`config.mk`:
```
export PLATFORM = sky130hd
export DESIGN_NAME = sum_serial_ctrl
export DESIGN_NICKNAME = d
export VERILOG_FILES = /design/src/rtl/sum_serial_ctrl.sv
export SDC_FILE = /design/constraint.sdc
export NUM_CORES = 1
export LEC_CHECK = 0
export BUFFER_PORTS_ARGS = -buffer_cell sky130_fd_sc_hd__buf_2
export CORE_UTILIZATION = 49
export CTS_CLUSTER_SIZE = 30
export DETAILED_ROUTE_END_ITERATION = 12
export HOLD_SLACK_MARGIN = 0.15
export PLACE_DENSITY = 0.71
export SYNTH_ARGS = -nofsm -noshare
export SYNTH_HDL_FRONTEND = slang
export SYNTH_SLANG_ARGS = --single-unit
```
`constraint.sdc`:
```
create_clock -name clk -period 3.3 [get_ports clk]
set_input_delay 0.165 -clock clk [delete_from_list [all_inputs] [get_ports clk]]
set_output_delay 0.165 -clock clk [all_outputs]
set_load 0.02 [all_outputs]
```
`src/rtl/sum_serial_ctrl.sv`:
```
// Bit-serial adder controller.
// One full-adder cell is reused over W clock cycles, LSB first, to form
// {cout, sum} = in_a + in_b + cin. A start/busy/done handshake frames each
// operation: IDLE accepts a request, RUN walks the bits, DONE pulses once.
module sum_serial_ctrl #(
  parameter int W = 8
) (
  input  logic         clk,
  input  logic         rst_n,
  input  logic         start,
  input  logic [W-1:0] in_a,
  input  logic [W-1:0] in_b,
  input  logic         cin,
  output logic         busy,
  output logic         done,
  output logic [W-1:0] sum,
  output logic         cout
);

  // Bit counter only has to reach W-1; one extra code keeps W=1 legal.
  localparam int              CW   = $clog2(W + 1);
  localparam logic [CW-1:0]   LAST = CW'(W - 1);

  typedef enum logic [1:0] {
    S_IDLE = 2'd0,
    S_RUN  = 2'd1,
    S_DONE = 2'd2
  } state_t;

  state_t        state;
  state_t        state_next;

  logic [W-1:0]  op_a;        // operand A, shifted right once per RUN cycle
  logic [W-1:0]  op_b;        // operand B, shifted right once per RUN cycle
  logic          carry;       // carry flop between successive bit slices
  logic [W-1:0]  work;        // partial sum, filled from the MSB side
  logic [CW-1:0] cnt;         // index of the bit being processed

  logic          fa_sum;
  logic          fa_cout;
  logic [W-1:0]  work_shift;
  logic          accept;
  logic          last;

  // The shared full-adder slice and the next value of the working sum.
  always_comb begin
    fa_sum     = op_a[0] ^ op_b[0] ^ carry;
    fa_cout    = (op_a[0] & op_b[0]) | (carry & (op_a[0] ^ op_b[0]));
    // Shifting {fa_sum, work} right drops the new bit into the MSB; this
    // form also holds for W=1, where work[W-1:1] would be an empty slice.
    work_shift = W'({fa_sum, work} >> 1);
  end

  assign accept = (state == S_IDLE) && start;
  assign last   = (cnt == LAST);

  // State register.
  // NOTE: sequential state is written with non-blocking assignments so every
  // flop samples pre-edge values, independent of block ordering.
  always_ff @(posedge clk or negedge rst_n) begin
    if (!rst_n) begin
      state <= S_IDLE;
    end else begin
      state <= state_next;
    end
  end

  // Next-state logic: IDLE -> RUN -> DONE -> IDLE; start is ignored outside IDLE.
  // NOTE: state_next gets a default before the case so no path leaves it
  // unassigned, which would otherwise infer a latch.
  always_comb begin
    state_next = state;
    case (state)
      S_IDLE:  if (start) state_next = S_RUN;
      S_RUN:   if (last)  state_next = S_DONE;
      S_DONE:  state_next = S_IDLE;
      default: state_next = S_IDLE;
    endcase
  end

  // Operand capture on the accepting edge, then one bit slice per RUN cycle.
  // NOTE: every datapath register is in the async reset so an aborted
  // operation leaves no stale operand, carry or count behind.
  always_ff @(posedge clk or negedge rst_n) begin
    if (!rst_n) begin
      op_a  <= '0;
      op_b  <= '0;
      carry <= 1'b0;
      work  <= '0;
      cnt   <= '0;
    end else if (accept) begin
      op_a  <= in_a;
      op_b  <= in_b;
      carry <= cin;
      work  <= '0;
      cnt   <= '0;
    end else if (state == S_RUN) begin
      op_a  <= op_a >> 1;
      op_b  <= op_b >> 1;
      carry <= fa_cout;
      work  <= work_shift;
      // The counter parks on W-1 rather than wrapping past it.
      if (!last) cnt <= cnt + CW'(1);
    end
  end

  // Result registers: updated only on the final RUN edge, held otherwise.
  always_ff @(posedge clk or negedge rst_n) begin
    if (!rst_n) begin
      sum  <= '0;
      cout <= 1'b0;
    end else if ((state == S_RUN) && last) begin
      sum  <= work_shift;
      cout <= fa_cout;
    end
  end

  // Handshake outputs decode straight from the state register, so busy and
  // done are glitch-free and mutually exclusive.
  assign busy = (state == S_RUN);
  assign done = (state == S_DONE);

endmodule

```
==> summary.txt, run 1 <==
CTS
  – Num Clock Sinks: 39
  – Count of cells resized by post-cts repair: 0
  – Hold buffer count at CTS: 15
  – Clock latency on the worst-skew pair: 0.35 ns
  – Number of buffers inserted during clock tree synthesis: 5
  – Number of levels the H-tree was split into: 2
  – Root buffer cell: clkbuf_4
  – Deepest clock path buffer count: 2
  – Clock-pin transition on the worst setup and hold timing paths: 0.13 ns
  – Post-CTS setup-driven buffer insertion count: 0
  – CTS tree: yes

Drt
  – Via count: 1281
  – Count of routing violations after the opening detailed-route iteration: 47
  – ANT nets after route: 0
  – Total routed wirelength: 3450 µm
  – First-pass detailed-route iteration total: 4
  – DRC errors left: 0
  – Drt via density: 5.50
  – Average wire length per cell after detail routing: 14.8 µm

Synthesis
  – Synth cell count leaders: dfrtp_1 (39), nand2_1 (16), a22oi_1 (15), o21ai_0 (15)
  – Total of flip-flops plus latches after synthesis: 39
  – Library cell occupying the most area in the post-synthesis netlist: dfrtp_1
  – Most frequently used cell type in the post-synthesis netlist: dfrtp_1
  – Share of the synthesized area in the top cell type: 0.563
  – Post-Synthesis Net Count: 166
  – Number of distinct library cell variants in the gate-level netlist after synthesis: 30
  – Share of synthesized registers carrying an async set or reset: 1.00
  – Netlist Area Pre-Place: 0.00173 mm²
  – Number of standard cells after synthesis: 144
  – Dominant synthesized flop cell: dfrtp_1
  – Post-synthesis area per instance: 12.0 µm²
  – Largest cells by area after synthesis: dfrtp_1 (56%), mux2_4 (7.8%), a22oi_1 (6.5%)
  – Warnings from Yosys: 0
  – Number of flops mapped to enable cells by yosys: 0
  – Sequential share of the synthesized area: 0.563

Critical path
  – Kind of cell adding the most delay to the critical path: flip-flops
  – Master of the slowest instance on the critical path: dfrtp_1
  – Maximum fanout along the worst path: 26
  – Crit. End Element: flip-flop
  – Critical Path, Cell by Cell: and2b_4 -> and2_4 -> mux2_4
  – Critical Setup Path Class: reg -> reg
  – Slowest cell delay on critical path: 0.89 ns
  – Data arrival time at the worst-slack endpoint: 2.23 ns
  – Total buffers and inverters traversed by the critical path: 0
  – Worst path required time: 3.54 ns
  – Critical Path Source Type: flip-flop

Power and ir drop
  – Int Pwr: 1.15 mW
  – Worst vdd ir: 0.375 mV
  – Combinational cell fraction of total power: 0.348
  – Static leakage: 1.00 nW
  – Reg power frac: 0.472
  – Proportion of power drawn by the clock network: 0.180
  – Fraction of power spent switching nets: 0.355
  – Pwr dens: 844 mW/mm²
  – Psw: 0.634 mW

STA
  – Actual transition at the worst max-transition pin: 0.955 ns
  – Worst slew slack as a fraction of its limit: 0.363
  – Final setup violation count: 0
  – Unrepaired setup endpoints after global routing: false
  – Post-Route Skew: 0.0138 ns
  – Post-route clock period utilization: 0.600
  – Min cycle time layout: 1.98 ns
  – Accumulated negative setup slack: 0 ns
  – Final hold viol count: 0
  – Post-route worst hold slack: 0.209 ns
  – Number of pins with negative max-slew slack in the final report: 0
  – Final setup margin: 1.32 ns
  – Achievable Freq: 505 MHz

Floorplan
  – Number of standard-cell rows in the floorplan: 21
  – Die span in x: 61.5 µm
  – Initial Utilization: 0.516
  – I/O pin total: 31
  – Die outline height: 61.5 µm
  – Die area: 0.00378 mm²
  – Core area: 0.00336 mm²

Cells and area
  – Share of final-layout standard cells stronger than drive strength 1: 0.299
  – Cell area after layout: 0.00211 mm²
  – Non-filler cells, final: 233
  – Diode insertion count for antenna repair: 0
  – Layout overhead on the synthesized area: 21.9%
  – Nets@finish: 208
  – Fill cells: 300

Global routing
  – Total congestion overflow: 0
  – GRT Overall Usage: 0.211
  – Largest net degree at the start of global routing: 40
  – Vias in the first global route: 1301
  – Antenna violations before repair: 0
  – First-pass GRT wire length: 5580 µm

Min path
  – Class of the tightest hold or removal check: in -> reg

Placement
  – Number of buffers inserted by port buffering: 30
  – Detailed Place HPWL: 2200 µm
  – Placer's final routability congestion estimate: 0.839
  – Instance count after placement with tap cells included: 210
  – Post-Place Cell Area: 0.00188 mm²
  – Setup slack after placement: 1.36 ns

Run status
  – Outcome: completed

Flow run
  – Max-cap violations: 0
## sequential cells by signal (all words and copies together) (netlist names)
register,cells
carry,1
cnt,4
cout,1
op_a,8
op_b,8
state,2
sum,8
work,7
## routing by layer
layer | up-vias | GRT usage | wire length [µm] | part of all wire
met3 | 8 | 0.0693 | 174 | 0.050
met2 | 37 | 0.366 | 1750 | 0.51
li1 | 609 | - | - | -
met5 | - | 0 | 0 | 0
met4 | 0 | 0.0857 | 69 | 0.020
met1 | 627 | 0.239 | 1460 | 0.42
## placed cells by master (no fill, tap or decap), types with 3 or more instances in the layout
| cell type | instances |
|---|---|
| o21ai_0 | 15 |
| dlygate4sd3_1 | 15 |
| nor3_1 | 3 |
| a21oi_1 | 3 |
| a22o_1 | 9 |
| a22oi_1 | 15 |
| dfrtp_1 | 39 |
| inv_1 | 3 |
| buf_2 | 30 |
| mux2_4 | 9 |
| nand2_1 | 16 |
| a2bb2oi_1 | 3 |
| clkbuf_4 | 5 |
| nand3_1 | 3 |
## logic make-up after synthesis
family	share of synthesized area
compound gates	0.199
flops	0.563
buf+inv	0.0404
mux	0.0844
simple gates	0.0945
fa+ha+maj	0.0188
## worst paths after layout
path | from | end | slack [ns] | cells after the start
min in group asynchronous | rst_n | op_b[6]$_DFFE_PN0P_ | 0.44 | 2
max | state[0]$_DFFE_PN0P_ | sum[1]$_DFFE_PN0P_ | 1.32 | 3
max reg2reg | state[0]$_DFFE_PN0P_ | sum[1]$_DFFE_PN0P_ | 1.32 | 3
min | cin | carry$_DFFE_PN0P_ | 0.21 | 4
min reg2reg | op_b[3]$_DFFE_PN0P_ | op_b[3]$_DFFE_PN0P_ | 0.50 | 2
max in group asynchronous | rst_n | cnt[2]$_DFFE_PN0P_ | 2.31 | 2
## per-stage QoR
stage                      util  total power, mW
after floorplan               -             1.31
after global placement    0.560             1.43
after detailed placement  0.560             1.47
after CTS                 0.629             1.80
after global routing      0.629             1.92
final                     0.629             1.79
## worst reg2reg max path: stages (launching register included)
cell and delay (ns):
dfrtp_1 0.89, and2b_4 0.37, and2_4 0.30, mux2_4 0.33
## power groups by stage
stage               clock network (mW)  logic, mW  registers [mW]
finish                           0.322      0.622           0.842
global route                     0.348      0.689           0.878
CTS                              0.330      0.627           0.842
detailed placement                   0      0.615           0.851
global placement                     0      0.590           0.840
floorplan                            0      0.475           0.833
## area by class of cell
class                   count  area (µm²)  area share
repair buffers             45         300       0.142
well taps                  46        57.6      0.0272
clock buffers               5        37.5      0.0178
inverters                   3        11.3     0.00533
multi-input cells          92         688       0.325
flip-flops and latches     39         976       0.462
clock inverters             3        43.8      0.0207
Power figures use the tool's default switching activity.
==> inputs of run 2 (changes only) <==
PLACE_DENSITY = 0.74   (was 0.71)
clock period = 1.71 ns   (was 3.3 ns; I/O delays follow)
==> run 2 against run 1 <==
Sequential power grew 86%. Largest power group unchanged. Setup slack lost 1.2 ns. Fmax grew 23%. Power grew 110%. Cell count grew 4.7%. Count of clock-buffer cells in the layout is the same. Largest cell class unchanged.
==> summary.txt, run 2 (synthesis gave the netlist of run 1 again) <==
Run status
  – Outcome: completed

Critical path
  – Worst path required time: 1.95 ns (-1.59 ns)
  – Critical Path, Cell by Cell: ha_1 -> and3b_4 -> and2_4 -> mux2_4
  – Total buffers and inverters traversed by the critical path: 0 (unchanged)
  – Cell depth of the worst flop-to-flop path: 4 (+1)
  – Kind of cell adding the most delay to the critical path: simple AND/OR/NAND/NOR gates
  – Cell count along the critical path: 4 (+1)
  – Setup slack of the worst register-to-register path: 0.1 ns (-1.22 ns)
  – Crit. End Element: flip-flop
  – Data arrival time at the worst-slack endpoint: 1.85 ns (-0.38 ns)
  – Slowest cell delay on critical path: 0.43 ns (-0.46 ns)
  – Critical Setup Path Class: reg -> reg
  – Critical Path Source Type: flip-flop
  – Maximum fanout along the worst path: 10 (-62%)
  – Master of the slowest instance on the critical path: dfrtp_1

Flow run
  – Max-cap violations: 0 (unchanged)

Drt
  – Total routed wirelength: 3550 µm (+2.9%)
  – Met2 Routed Length: 1880 µm (+7.4%)
  – DRC errors left: 0 (unchanged)
  – Sum of routed wire segments on met1: 1510 µm (+3.4%)
  – Drt via density: 5.44 (-1.1%)
  – Max Used Layer: met4
  – Count of routing violations after the opening detailed-route iteration: 57 (+21%)
  – Routed wire length on met3: 137 µm (-21%)
  – First-pass detailed-route iteration total: 4 (unchanged)
  – Via count: 1327 (+3.6%)
  – ANT nets after route: 0 (unchanged)
  – Average wire length per cell after detail routing: 14.6 µm (-1.8%)

STA
  – Number of pins with negative max-slew slack in the final report: 0 (unchanged)
  – Final setup violation count: 0 (unchanged)
  – Final hold viol count: 0 (unchanged)
  – Achievable Freq: 620 MHz (+23%)
  – Worst slew slack as a fraction of its limit: 0.681 (+0.318)
  – Post-Route Skew: 0.00328 ns (-0.0105 ns)
  – Final setup margin: 0.0968 ns (-1.22 ns)
  – Accumulated negative setup slack: 0 ns (unchanged)
  – Min cycle time layout: 1.61 ns (-0.368 ns)
  – Actual transition at the worst max-transition pin: 0.478 ns (-0.477 ns)
  – Unrepaired setup endpoints after global routing: false
  – Post-route clock period utilization: 0.943 (+0.343)

CTS
  – Num Clock Sinks: 39 (unchanged)
  – Root buffer cell: clkbuf_4
  – Clock-pin transition on the worst setup and hold timing paths: 0.12 ns (about the same)
  – Number of levels the H-tree was split into: 2 (unchanged)
  – Clock latency on the worst-skew pair: 0.34 ns (about the same)
  – CTS tree: yes
  – Deepest clock path buffer count: 2 (unchanged)
  – Count of cells resized by post-cts repair: 0 (unchanged)
  – Number of buffers inserted during clock tree synthesis: 5 (unchanged)

Power and ir drop
  – Psw: 1.24 mW (+96%)
  – Combinational cell fraction of total power: 0.366 (+0.018)
  – Static leakage: 1.06 nW (+5.9%)
  – Int Pwr: 2.44 mW (+110%)
  – Power consumption: 3.69 mW (+110%)
  – Proportion of power drawn by the clock network: 0.209 (+0.029)
  – Fraction of power spent switching nets: 0.338 (-0.0174)
  – Pwr dens: 1660 mW/mm² (+96%)
  – Reg power frac: 0.425 (-0.047)
  – Worst vdd ir: 0.783 mV (+110%)

Min path
  – Class of the tightest hold or removal check: in -> reg
  – Cell count of the worst hold path: 4 (unchanged)

Cells and area
  – Footprint of the multi-input gates: 688 µm² (unchanged)
  – Diode insertion count for antenna repair: 0 (unchanged)
  – Sequential standard cell area: 976 µm² (unchanged)
  – Nets@finish: 219 (+5.3%)
  – Fill cells: 283 (-5.7%)
  – Top flop regs: op_a x8, op_b x8, sum x8
  – Share of final-layout standard cells stronger than drive strength 1: 0.328 (+0.0288)
  – Cell area after layout: 0.00223 mm² (+5.3%)
  – Most common cell after layout, fill and taps aside: dfrtp_1
  – Non-filler cells, final: 244 (+4.7%)
  – Most used cells in the layout excluding fill and tap cells: dfrtp_1 (39), buf_2 (30), dlygate4sd3_1 (17), nand2_1 (16)
  – Layout overhead on the synthesized area: 28.4%

Global routing
  – First-pass GRT wire length: 6000 µm (+7.6%)
  – Antenna violations before repair: 0 (unchanged)
  – GRT Overall Usage: 0.222 (+0.0114)
  – Largest net degree at the start of global routing: 40 (unchanged)
  – Total congestion overflow: 0 (unchanged)
  – Vias in the first global route: 1382 (+6.2%)

Floorplan
  – Die area: 0.00378 mm² (unchanged)
  – Die span in x: 61.5 µm (unchanged)
  – Initial Utilization: 0.516 (unchanged)
  – Number of standard-cell rows in the floorplan: 21 (unchanged)
  – I/O pin total: 31 (unchanged)
  – Die outline height: 61.5 µm (unchanged)
  – Core area: 0.00336 mm² (unchanged)

Placement
  – Instance count after placement with tap cells included: 219 (+4.3%)
  – Number of buffers inserted by port buffering: 30 (unchanged)
  – Setup slack after placement: 0.124 ns (-1.23 ns)
  – Placer's final routability congestion estimate: 0.830 (-1.0%)
  – Post-Place Cell Area: 0.00195 mm² (+3.6%)
  – Detailed Place HPWL: 2370 µm (+8.0%)
==> run 2: what timing repair did <==
action | in CTS | in global routing
hold buffers | 17 | 0
endpoints found under the hold margin | 55 | 0
setup buffers | 0 | 0
==> run 2: stage by stage <==
| stage | util | hold WS [ns] |
|---|---|---|
| 2_1_floorplan | - | -0.210 |
| 3_3_place_gp | 0.580 | 0.161 |
| 3_5_place_dp | 0.580 | 0.170 |
| 4_1_cts | 0.662 | 0.154 |
| 5_1_grt | 0.662 | 0.226 |
| 6_report | 0.662 | 0.160 |
==> run 2: power groups by stage <==
stage	Clock, mW	Sequential, mW	Combinational (mW)
after floorplan	0	1.61	0.916
after global placement	0	1.56	1.27
after detailed placement	0	1.58	1.34
after CTS	0.790	1.57	1.37
after global routing	0.826	1.62	1.51
final	0.771	1.57	1.35
==> run 2: final timing paths <==
path,from,end
worst min register to register,op_b[3]$_DFFE_PN0P_,op_b[3]$_DFFE_PN0P_
max in group asynchronous,rst_n,op_b[5]$_DFFE_PN0P_
worst max register to register,cnt[0]$_DFFE_PN0P_,sum[7]$_DFFE_PN0P_
worst max-delay path,cnt[0]$_DFFE_PN0P_,sum[7]$_DFFE_PN0P_
worst min-delay path,in_a[0],op_a[0]$_DFFE_PN0P_
min in group asynchronous,rst_n,sum[6]$_DFFE_PN0P_
==> run 2: worst reg2reg max path: cells and delay by family (launching register included) <==
family,cells,cell delay (ns)
AND/OR/NAND/NOR,2,0.52
flip-flops,1,0.43
multiplexers,1,0.32
adder cells (fa/ha/maj),1,0.24
==> run 2: final cells by class <==
type	count	area share
tap	46	0.0259
clock buffer	5	0.0169
timing repair buffer	56	0.174
inverter	3	0.00506
sequential	39	0.438
multi-input combinational	92	0.309
clock inverter	3	0.0304
==> run 2: layer usage <==
layer  GRT usage  vias to the layer above
met3      0.0651                        4
met2       0.387                       32
li1            -                      635
met1       0.257                      656
met5           0                        -
met4      0.0857                        0
==> inputs of run 3 (changes only) <==
CORE_MARGIN = 2   (was default)
==> run 3 against run 2 <==
Via count down 2.3%. First-iteration DRC count up 86%. Cell count down 1.6%. Highest routed layer unchanged. Combinational power about the same. Setup slack better by 0.027 ns. Largest cell class unchanged. Clock skew up 0.0023 ns. Largest power group unchanged. Power down 9.4%. Non-clock buffer count down 2.
==> summary.txt, run 3 (synthesis gave the netlist of run 1 again) <==
Run status
  – Outcome: completed

Placement
  – Number of buffers inserted by port buffering: 30 (unchanged)
  – Instance count after placement with tap cells included: 219 (unchanged)
  – Detailed Place HPWL: 2410 µm (+1.4%)
  – Placer's final routability congestion estimate: 0.843 (+1.6%)

STA
  – Accumulated negative setup slack: 0 ns (unchanged)
  – Unrepaired setup endpoints after global routing: false
  – Achievable Freq: 631 MHz (+1.7%)
  – Final hold viol count: 0 (unchanged)
  – Actual transition at the worst max-transition pin: 0.303 ns (-0.176 ns)
  – Post-Route Skew: 0.00557 ns (+0.00228 ns)
  – Number of pins with negative max-slew slack in the final report: 0 (unchanged)
  – Worst slew slack as a fraction of its limit: 0.797 (+0.116)
  – Post-route clock period utilization: 0.927 (-0.0160)
  – Post-route worst hold slack: 0.157 ns (-0.00277 ns)
  – Min cycle time layout: 1.59 ns (-0.0273 ns)
  – Final setup violation count: 0 (unchanged)

Global routing
  – Total congestion overflow: 0 (unchanged)
  – GRT Overall Usage: 0.194 (-0.0281)
  – Largest net degree at the start of global routing: 40 (unchanged)
  – Vias in the first global route: 1358 (-1.7%)
  – First-pass GRT wire length: 6030 µm (+0.57%)
  – Antenna violations before repair: 0 (unchanged)

Critical path
  – Data arrival time at the worst-slack endpoint: 1.82 ns (-0.03 ns)
  – Cell depth of the worst flop-to-flop path: 4 (unchanged)
  – Crit. End Element: flip-flop
  – Start of the worst register-to-register path: cnt[0]$_DFFE_PN0P_
  – Critical Path Source Type: flip-flop
  – Maximum fanout along the worst path: 10 (unchanged)
  – Setup slack of the worst register-to-register path: 0.12 ns (+0.03 ns)
  – Worst setup startpoint: cnt[0]$_DFFE_PN0P_
  – Worst path required time: 1.94 ns (about the same)
  – CP endpoint: sum[2]$_DFFE_PN0P_
  – RR Endpoint: sum[2]$_DFFE_PN0P_
  – Critical Setup Path Class: reg -> reg

Floorplan
  – Die span in x: 63.5 µm (+3.3%)
  – I/O pin total: 31 (unchanged)
  – Core area: 0.00336 mm² (unchanged)
  – Die area: 0.00403 mm² (+6.6%)
  – Number of standard-cell rows in the floorplan: 21 (unchanged)
  – Die outline height: 63.5 µm (+3.3%)
  – Initial Utilization: 0.516 (unchanged)

Cells and area
  – Top flop regs: op_a x8, op_b x8, sum x8
  – Fill cells: 282 (-0.35%)
  – Share of final-layout standard cells stronger than drive strength 1: 0.320 (-0.00870)
  – Diode insertion count for antenna repair: 0 (unchanged)
  – Layout overhead on the synthesized area: 24.2%
  – Most common cell after layout, fill and taps aside: dfrtp_1
  – Non-filler cells, final: 240 (-1.6%)
  – Most used cells in the layout excluding fill and tap cells: dfrtp_1 (39), buf_2 (30), nand2_1 (16)
  – Nets@finish: 217 (-0.91%)

Power and ir drop
  – Power consumption: 3.34 mW (-9.4%)
  – Proportion of power drawn by the clock network: 0.126 (-0.083)
  – Combinational cell fraction of total power: 0.407 (+0.041)
  – Reg power frac: 0.467 (+0.042)
  – Psw: 1.20 mW (-3.5%)
  – Pwr dens: 1550 mW/mm² (-6.4%)
  – Static leakage: 1.03 nW (-2.9%)
  – Fraction of power spent switching nets: 0.360 (+0.0221)
  – Worst vdd ir: 0.688 mV (-12%)
  – Int Pwr: 2.14 mW (-12%)

CTS
  – Number of levels the H-tree was split into: 2 (unchanged)
  – Deepest clock path buffer count: 2 (unchanged)
  – Count of cells resized by post-cts repair: 0 (unchanged)
  – Num Clock Sinks: 39 (unchanged)
  – Root buffer cell: clkbuf_4
  – CTS tree: yes
  – Clock-pin transition on the worst setup and hold timing paths: 0.11 ns (about the same)
  – Number of buffers inserted during clock tree synthesis: 5 (unchanged)
  – Clock latency on the worst-skew pair: 0.34 ns (about the same)

Drt
  – First-pass detailed-route iteration total: 4 (unchanged)
  – Via count: 1297 (-2.3%)
  – Total routed wirelength: 3540 µm (-0.28%)
  – Count of routing violations after the opening detailed-route iteration: 106 (+86%)
  – DRC errors left: 0 (unchanged)
  – ANT nets after route: 0 (unchanged)
  – Average wire length per cell after detail routing: 14.8 µm (+1.4%)
  – Drt via density: 5.40 (-0.63%)

Min path
  – Class of the tightest hold or removal check: in -> reg
  – Beginning of the worst hold path: in_b[0]

Flow run
  – Max-cap violations: 0 (unchanged)
-- run 3: layout make-up --
type	instances	area (µm²)	area share
flip-flops and latches	39	976	0.453
multi-input cells	92	688	0.319
repair buffers	54	380	0.177
well taps	46	57.6	0.0267
clock buffers	6	41.3	0.0192
inverters	3	11.3	0.00523
-- run 3: critical path, cell delays in order (launching register included) --
cell	delay, ns
dfrtp_1	0.42
ha_1	0.24
and3b_4	0.25
and2_4	0.26
mux2_4	0.32
-- run 3: timing repair --
item | 4_1_cts | 5_1_grt
hold buffers | 15 | 0
setup buffers | 0 | 0
endpoints found under the hold margin | 53 | 0
-- run 3: metal layers --
layer,vias to the layer above,part of all wire,GRT usage
li1,624,-,-
met1,639,0.41,0.224
met2,29,0.54,0.343
met3,5,0.034,0.0429
met4,0,0.014,0.0842
met5,-,0,0
-- run 3: power by group through the flow --
stage	clock network, mW	logic [mW]	registers, mW
floorplan	0	0.916	1.61
global placement	0	1.29	1.55
detailed placement	0	1.35	1.58
CTS	0.431	1.37	1.56
global route	0.471	1.51	1.61
finish	0.421	1.36	1.56
-- run 3: through the flow --
stage / worst slack (ns) / util / cell area (µm²)
after global routing: 0.0427 / 0.641 / 2150
after detailed placement: 0.121 / 0.584 / 1960
final: 0.124 / 0.641 / 2150
after global placement: 0.206 / 0.584 / 1960
after floorplan: 0.181 / - / 1730
after CTS: 0.116 / 0.641 / 2150
-- run 3: worst min path at each step --
stage,end,slack [ns],depth (start not counted)
after floorplan,carry$_DFFE_PN0P_,-0.21,0
after global placement,sum[6]$_DFFE_PN0P_,0.07,2
after detailed placement,sum[6]$_DFFE_PN0P_,0.07,2
after CTS,op_b[0]$_DFFE_PN0P_,0.15,4
after global routing,op_a[0]$_DFFE_PN0P_,0.19,4
final,op_b[0]$_DFFE_PN0P_,0.16,4
